===== config.mk =====
export PLATFORM = sky130hd
export DESIGN_NAME = fir_mac_arbiter
export DESIGN_NICKNAME = d
export VERILOG_FILES = /design/src/rtl/fir_pkg.sv /design/src/rtl/rr_arbiter.sv /design/src/rtl/fir_mac_arbiter.sv
export SDC_FILE = /design/constraint.sdc
export NUM_CORES = 2
export LEC_CHECK = 0
export BUFFER_PORTS_ARGS = -buffer_cell sky130_fd_sc_hd__buf_2
export CORE_MARGIN = 2
export CORE_UTILIZATION = 55
export DETAILED_ROUTE_END_ITERATION = 8
export PLACE_DENSITY = 0.73
export SETUP_SLACK_MARGIN = 0.05
export SLEW_MARGIN = 15
export SYNTH_ARGS = -nofsm -noshare
export SYNTH_HDL_FRONTEND = slang
export SYNTH_HIERARCHICAL = 1
export SYNTH_SLANG_ARGS = --single-unit

===== constraint.sdc =====
create_clock -name clock -period 11.8 [get_ports clock]
set_clock_uncertainty 0.2 [all_clocks]
set_input_delay 1.18 -clock clock [delete_from_list [all_inputs] [get_ports clock]]
set_output_delay 1.18 -clock clock [all_outputs]
set_load 0.02 [all_outputs]

===== src/rtl/fir_pkg.sv =====
// Shared FIR arithmetic types and helpers: arbiter state encoding and the
// fractional multiply used by every FIR datapath in this slice.
package fir_pkg;

  localparam int DATA_WIDTH_DEF = 32;
  localparam int FRAC_BITS_DEF  = 10;
  localparam int MUL_W          = 64;

  typedef enum logic [1:0] {
    IDLE,
    ACCUM,
    RESULT
  } arb_state_t;

  // Operands arrive sign-extended to MUL_W, so the double-width product is
  // exact for any DATA_WIDTH up to MUL_W; callers keep the low bits they need.
  function automatic logic signed [MUL_W-1:0] mul_frac(
    input logic signed [MUL_W-1:0] a,
    input logic signed [MUL_W-1:0] b,
    input int                      frac
  );
    logic signed [2*MUL_W-1:0] p;
    p = a * b;
    p = p >>> frac;
    return p[MUL_W-1:0];
  endfunction

endpackage


===== src/rtl/rr_arbiter.sv =====
// Combinational round-robin select: first set request after ptr, wrapping,
// returned both one-hot and as an index.
module rr_arbiter #(
  parameter int NUM_REQ = 2,
  parameter int IDX_W   = 1
) (
  input  logic [NUM_REQ-1:0] req,
  input  logic [IDX_W-1:0]   ptr,
  output logic [NUM_REQ-1:0] gnt,
  output logic [IDX_W-1:0]   idx
);

  logic             found;
  int               cand;
  logic [IDX_W-1:0] cand_idx;

  always_comb begin
    gnt      = '0;
    idx      = '0;
    found    = 1'b0;
    cand     = 0;
    cand_idx = '0;
    for (int k = 1; k <= NUM_REQ; k++) begin
      cand     = (int'(ptr) + k) % NUM_REQ;
      cand_idx = IDX_W'(cand);
      if (!found && req[cand_idx]) begin
        found         = 1'b1;
        gnt[cand_idx] = 1'b1;
        idx           = cand_idx;
      end
    end
  end

endmodule


===== src/rtl/fir_mac_arbiter.sv =====
// One fixed-point MAC shared by NUM_REQ FIR channels: round-robin burst grants,
// one term per cycle, accumulated sum returned over a per-channel handshake.
module fir_mac_arbiter
  import fir_pkg::*;
#(
  parameter int NUM_REQ    = 2,
  parameter int DATA_WIDTH = DATA_WIDTH_DEF,
  parameter int FRAC_BITS  = FRAC_BITS_DEF,
  parameter int MAX_OPS    = 32
) (
  input  logic                          clock,
  input  logic                          reset,
  input  logic [NUM_REQ-1:0]            req,
  input  logic [NUM_REQ*DATA_WIDTH-1:0] op_a,
  input  logic [NUM_REQ*DATA_WIDTH-1:0] op_b,
  input  logic [NUM_REQ-1:0]            op_valid,
  input  logic [NUM_REQ-1:0]            op_last,
  output logic [NUM_REQ-1:0]            op_ready,
  output logic [NUM_REQ-1:0]            grant,
  output logic [DATA_WIDTH-1:0]         res_data,
  output logic [NUM_REQ-1:0]            res_valid,
  input  logic [NUM_REQ-1:0]            res_ready,
  output logic                          busy,
  output logic                          overrun
);

  localparam int IDX_W = $clog2(NUM_REQ);
  localparam int CNT_W = $clog2(MAX_OPS + 1);

  arb_state_t                    state;
  logic [IDX_W-1:0]              ptr;
  logic [IDX_W-1:0]              gidx;
  logic [IDX_W-1:0]              arb_idx;
  logic [NUM_REQ-1:0]            arb_gnt;
  logic [CNT_W-1:0]              op_cnt;
  logic signed [DATA_WIDTH-1:0]  acc_p0;
  logic signed [DATA_WIDTH-1:0]  a_sel;
  logic signed [DATA_WIDTH-1:0]  b_sel;
  logic signed [DATA_WIDTH-1:0]  prod;
  logic                          xfer;
  logic                          last_term;
  logic                          cnt_full;

  // Truncate the shared wide fractional product back to the datapath width;
  // the accumulator then wraps naturally with no saturation.
  function automatic logic signed [DATA_WIDTH-1:0] frac_product(
    input logic signed [DATA_WIDTH-1:0] a,
    input logic signed [DATA_WIDTH-1:0] b
  );
    logic signed [MUL_W-1:0] wide;
    wide = mul_frac(MUL_W'(a), MUL_W'(b), FRAC_BITS);
    return wide[DATA_WIDTH-1:0];
  endfunction

  rr_arbiter #(
    .NUM_REQ (NUM_REQ),
    .IDX_W   (IDX_W)
  ) u_arb (
    .req (req),
    .ptr (ptr),
    .gnt (arb_gnt),
    .idx (arb_idx)
  );

  always_comb begin
    a_sel = '0;
    b_sel = '0;
    for (int i = 0; i < NUM_REQ; i++) begin
      if (gidx == IDX_W'(i)) begin
        a_sel = op_a[i*DATA_WIDTH +: DATA_WIDTH];
        b_sel = op_b[i*DATA_WIDTH +: DATA_WIDTH];
      end
    end
  end

  assign prod      = frac_product(a_sel, b_sel);
  assign op_ready  = grant & {NUM_REQ{state == ACCUM}};
  assign xfer      = op_valid[gidx] & op_ready[gidx];
  assign last_term = op_last[gidx];
  assign cnt_full  = (op_cnt == CNT_W'(MAX_OPS - 1));
  assign res_data  = acc_p0;
  assign busy      = (state != IDLE);

  // Stage 0: burst controller, accumulator and term counter.
  always_ff @(posedge clock or posedge reset) begin
    if (reset) begin
      state     <= IDLE;
      grant     <= '0;
      res_valid <= '0;
      ptr       <= IDX_W'(NUM_REQ - 1);
      gidx      <= '0;
      acc_p0    <= '0;
      op_cnt    <= '0;
      overrun   <= 1'b0;
    end else begin
      case (state)
        IDLE: begin
          if (|req) begin
            grant  <= arb_gnt;
            gidx   <= arb_idx;
            acc_p0 <= '0;
            op_cnt <= '0;
            state  <= ACCUM;
          end
        end
        ACCUM: begin
          if (xfer) begin
            acc_p0 <= acc_p0 + prod;
            op_cnt <= op_cnt + 1'b1;
            // A last term on the MAX_OPS-th transfer is a normal close.
            if (last_term || cnt_full) begin
              state     <= RESULT;
              res_valid <= grant;
              if (!last_term) overrun <= 1'b1;
            end
          end
        end
        RESULT: begin
          if (res_ready[gidx]) begin
            ptr       <= gidx;
            grant     <= '0;
            res_valid <= '0;
            state     <= IDLE;
          end
        end
        default: state <= IDLE;
      endcase
    end
  end

endmodule


* Yosys cells after proc, flatten, opt, wreduce, memory -nomap -nowiden
Index checks and enable logic that the tools add are counted.
Word-level totals: input port bits 138, flip-flop bits (word level) 47, logic and storage cells 86
Operators by class: magnitude comparators 5, bitwise logic cells 4, $add $sub $neg 4, multiplexer cells 39, equality and inequality tests 7, multiply operators 1, reductions and logical operators 18
Operators by type and width (number):
- $mux W32 | 4
- $pmux W32 S2 | 1
- $mul A32 B32 Y42 | 1
- $add A32 B32 Y32 | 1
- $mux W2 | 9
- $mux W1 | 17
- $mux W6 | 2
- $pmux W6 S2 | 1
- $reduce_and A4 Y1 | 3
- $pmux W2 S2 | 2
- $reduce_bool A2 Y1 | 4
- $add A6 B1 Y6 const B | 1
- $eq A6 B5 Y1 const B | 1
- $lt A1 B2 Y1 const B | 3
- $ne A2 B2 Y1 const B | 3
- $pmux W2 S3 | 1
- $reduce_and A3 Y1 | 2
- $reduce_and A2 Y1 | 2
- $logic_and A1 B1 Y1 | 3
- $add A1 B1 Y1 const B | 2
- $and A2 B2 Y2 | 1
- $demux W1 S1 | 2
- $eq A2 B1 Y1 const B | 1
- $eq A2 B2 Y1 const B | 1
- 9 further kinds | 10

* Depth between registers and ports, before layout
depth after elaboration 10, depth in mapped cells 41

* Hierarchy
Netlist, hierarchy kept.
By module, submodules not included:
- fir_mac_arbiter | instances 1, area an instance 28219.6 µm², cells an instance 3175
- rr_arbiter | instances 1, area an instance 26.3 µm², cells an instance 4

* Least setup slack after synthesis
OpenSTA, ideal clock, no wires.
path kind reg-to-reg, from register gidx, to register acc_p0[31] (netlist: res_data[31]), cell stages (with the launch flop) 40, clock period less this slack 10.646 ns, arrival 10.317 ns, data required time 11.471 ns, slack 1.154 ns, buffers on the path 7, cells stage by stage dfrtp_1 -> buf_6 -> buf_6 -> buf_6 -> buf_2 -> buf_1 -> mux2i_1 -> clkbuf_1 -> nor2_1 -> fa_1 -> fa_1 -> inv_1 -> fa_1 -> fa_1 -> inv_1 -> fa_1 -> inv_1 -> fa_1 -> [4 not listed] -> and3_1 -> nand3_1 -> or3_1 -> a21oi_1 -> o21ai_1 -> o21bai_1 -> xor2_1 -> ha_1 -> clkbuf_1 -> nand4_1 -> or3_1 -> or4_4 -> a21oi_2 -> nor3_2 -> a2111oi_4 -> o221ai_1 -> xnor3_1 -> o21ai_1
Between the ends: cells in the longest elaborated chain, start to end 5, elaborated cells between the ends (all ways) 13
RTL lines:
- from (decl) | line fir_mac_arbiter.sv:32 | logic [IDX_W-1:0] gidx;
- from (signal assigned) | line fir_mac_arbiter.sv:100 | gidx <= arb_idx;
- $mux W32 or $mux W1 (tied branches) | line fir_mac_arbiter.sv:69, fir_mac_arbiter.sv:78
- $mul A32 B32 Y42 or $mux W1 (tied branches) | line fir_pkg.sv:23, fir_mac_arbiter.sv:78
- $add A32 B32 Y32 or $and A1 B1 Y1 (tied branches) | line fir_mac_arbiter.sv:108, fir_mac_arbiter.sv:78
- $mux W32 or $ne A2 B2 Y1 (tied branches)
- $pmux W32 S2 or $reduce_and A3 Y1 (tied branches)
- to (signal assigned) | line fir_mac_arbiter.sv:108 | acc_p0 <= acc_p0 + prod;
- to (decl) | line fir_mac_arbiter.sv:36 | logic signed [DATA_WIDTH-1:0] acc_p0;
Parallel ways exist; a longest one is shown, timed or not. The select of a mux whose other input is x is not followed. A chain may end at the register's enable or synchronous reset.

* Worst setup path after layout
Ends and elaborated chain as after synthesis.

==> summary.txt <==
post-synthesis sequential area ratio - 4.17%
TritonCTS clock tree - built
Final min period - 10990 ps
synthesized flop and latch total - 47
initial antenna violation count - 0
setup_tns - 0 ps
CP endpoint kind - flop
EDFF count, synth - 0
final hold vios - 0
reg2reg start - gidx$_DFFE_PP0P_
hold buffers post-CTS - 0
clock root cell - clkbuf_16
Num CTS Buffers - 5
Final period util - 93.1%
most common cell after layout, fill and taps aside - inv_1
synth warn - 6
Die H - 231 um
Routed WL - 83000 um
number of distinct library cells after synthesis - 70
Worst Setup Path Type - flop to flop
drt pass-1 iters - 6
Async S/R FF share, synth - 100%
I/O Pins - 178
Avg Inst Size Synth - 8.89 sq um
Setup crit start - gidx$_DFFE_PP0P_
area of the die - 0.0532 sq mm
crit path DAT - 10930 ps
setup violators final - 0
MaxCap Viol Count - 0
GP Congestion - 0.983
type of the worst min-delay path - flop to flop
post-CTS sizing - 0
first-pass GRT wire length - 132000 um
max-slew violations - 0
Synth Flop Type - dfrtp_1
drt first-iter violations - 2163
Relative slew margins - 17.7%
crit path launch type - flop
DRT antenna net count - 0
Syn Nets - 4201
GRT overflow - 0
Critical Path RT - 11740 ps
initial core utilization - 55.3%
# nets final - 4337
cell row count - 83
largest net degree at the start of global routing - 61
outcome - completed
crit path max-delay cell type - dfrtp_4
most frequent CP cell - fa_1
routed vias - 22400
Max FO, Critical Path - 41
Fillers - 4489
synthesized area - 0.0282 sq mm
DRC - 0
Port Buf Inserts - 177
clock sinks - 47
DP HPWL - 70900 um
clock slew at reported path FFs - 70 ps
vias in the first global route - 23200
vias per cell - 5.61
Die W - 231 um
share of cells above drive strength 1 - 11.2%
Synth Instances - 3179
Largest stage delay, worst path - 960 ps
commonest non-fill, non-tap cells in the layout - 708 x inv_1, 695 x fa_1, 497 x nor2_1, 369 x nand2_1, 189 x ha_1
CTS Buffer Depth - 2
flop-to-flop setup slack - 810 ps
H-tree levels - 2
worst skew pair latency - 290 ps
Total GRT Usage - 32.6%
# Post-CTS Setup Buffers - 0
core footprint - 0.0511 sq mm
hold_sp - overrun$_DFFE_PP0P_
P&R area growth vs syn - 7.20%
actual slew at the worst max-slew pin - 1200 ps
Layout Utilization - 59.3%
RSZ-0062 raised after global routing - false
max frequency - 91.0 MHz
DR WL/cell - 20.8 um
==> logic make-up (layout without fill, tap and decap cells) <==
group | count (synthesis) | in the layout | share of synthesized area (%)
and+or+nand+nor | 991 | 991 | 14.1
muxes | 123 | 123 | 4.95
adders and majority gates | 884 | 884 | 57.6
buffers and inverters | 828 | 965 | 11.2
AOI/OAI and AO/OA | 204 | 204 | 4.65
other | 0 | 2 | 0
xor gates and xnor gates | 102 | 102 | 3.29
DFF | 47 | 47 | 4.17
==> sequential cells by signal, indices dropped and copies added (netlist names) <==
name / cells
res_data: 32
op_cnt: 6
grant: 2
res_valid: 2
state: 2
gidx: 1
overrun: 1
ptr: 1
==> final timing paths <==
check	end	depth (start not counted)
worst min register to register	overrun$_DFFE_PP0P_	1
worst min-delay path	overrun$_DFFE_PP0P_	1
min in group asynchronous	op_cnt[4]$_DFFE_PP0P_	2
worst max-delay path	res_data[31]$_DFFE_PP0P_	35
worst max register to register	res_data[31]$_DFFE_PP0P_	35
max in group asynchronous	gidx$_DFFE_PP0P_	2
==> cell usage after synthesis (3+ instances only) <==
master | n | area, sq um
mux2i_1 | 53 | 531
xor2_1 | 26 | 228
fa_1 | 695 | 13900
or3_1 | 7 | 43.8
nand3_1 | 43 | 215
xnor2_1 | 73 | 639
o31ai_1 | 5 | 37.5
ha_1 | 189 | 2360
mux2i_4 | 5 | 113
o22ai_1 | 3 | 18.8
nand2b_1 | 11 | 68.8
o21a_1 | 11 | 82.6
nand4_1 | 11 | 68.8
a21oi_1 | 48 | 240
nor4_1 | 4 | 25.0
nand3b_1 | 4 | 30.0
nand2_1 | 369 | 1390
nor3_1 | 16 | 80.1
or2_2 | 6 | 37.5
nor2b_1 | 8 | 50.1
a21boi_0 | 5 | 37.5
nor3b_1 | 5 | 37.5
a211oi_1 | 7 | 52.6
a31o_2 | 3 | 26.3
mux2i_2 | 5 | 68.8
a2111oi_0 | 3 | 26.3
o21ai_0 | 54 | 270
o21ai_1 | 8 | 40.0
inv_1 | 709 | 2660
mux2_2 | 57 | 642
o211ai_1 | 3 | 22.5
buf_6 | 4 | 45.0
a31oi_1 | 6 | 37.5
a21o_1 | 19 | 143
and2_1 | 5 | 31.3
buf_1 | 8 | 30.0
nor2_1 | 497 | 1870
dfrtp_1 | 46 | 1150
o21bai_1 | 7 | 52.6
mux2_4 | 3 | 45.0
clkbuf_1 | 103 | 387
==> routing by layer <==
| metal | track usage (%) | routed length (um) |
|---|---|---|
| met1 | 46.1 | 32700 |
| met2 | 49.2 | 36700 |
| met3 | 7.94 | 10000 |
| met4 | 11.6 | 3540 |
| met5 | 0 | 0 |
==> layout make-up <==
cell class | count | area, sq um | share of cell area [%]
multi-input combinational | 2304 | 24000 | 79.3
inverter | 710 | 2670 | 8.80
timing repair buffer | 247 | 1440 | 4.74
sequential | 47 | 1180 | 3.90
tap | 680 | 851 | 2.81
clock buffer | 5 | 125 | 0.413
clock inverter | 3 | 18.8 | 0.0620
antenna | 2 | 5.00 | 0.0165
==> metrics by stage <==
step / hold WS (ps) / worst slack [ps] / instances / instance area, sq um
finish: 276 / 809 / 3998 / 30300
global placement: 260 / 927 / 3988 / 30100
CTS: 279 / 911 / 3996 / 30300
floorplan: 268 / 1150 / 3179 / 28200
global route: 300 / 339 / 3996 / 30300
detailed placement: 251 / 838 / 3988 / 30100
==> worst max-delay path: cells and delay by family, from the launching register on <==
family / cells / cell delay [ps]
DFF: 1 / 960
and+or+nand+nor: 8 / 1850
AOI/OAI and AO/OA: 8 / 1460
adders and majority gates: 10 / 4510
buffers and inverters: 6 / 630
xor gates and xnor gates: 2 / 520
muxes: 1 / 620
Power is left out: the tool's default activity adds up to more than one toggle a clock period on the data nets, which glitch-free logic cannot reach.
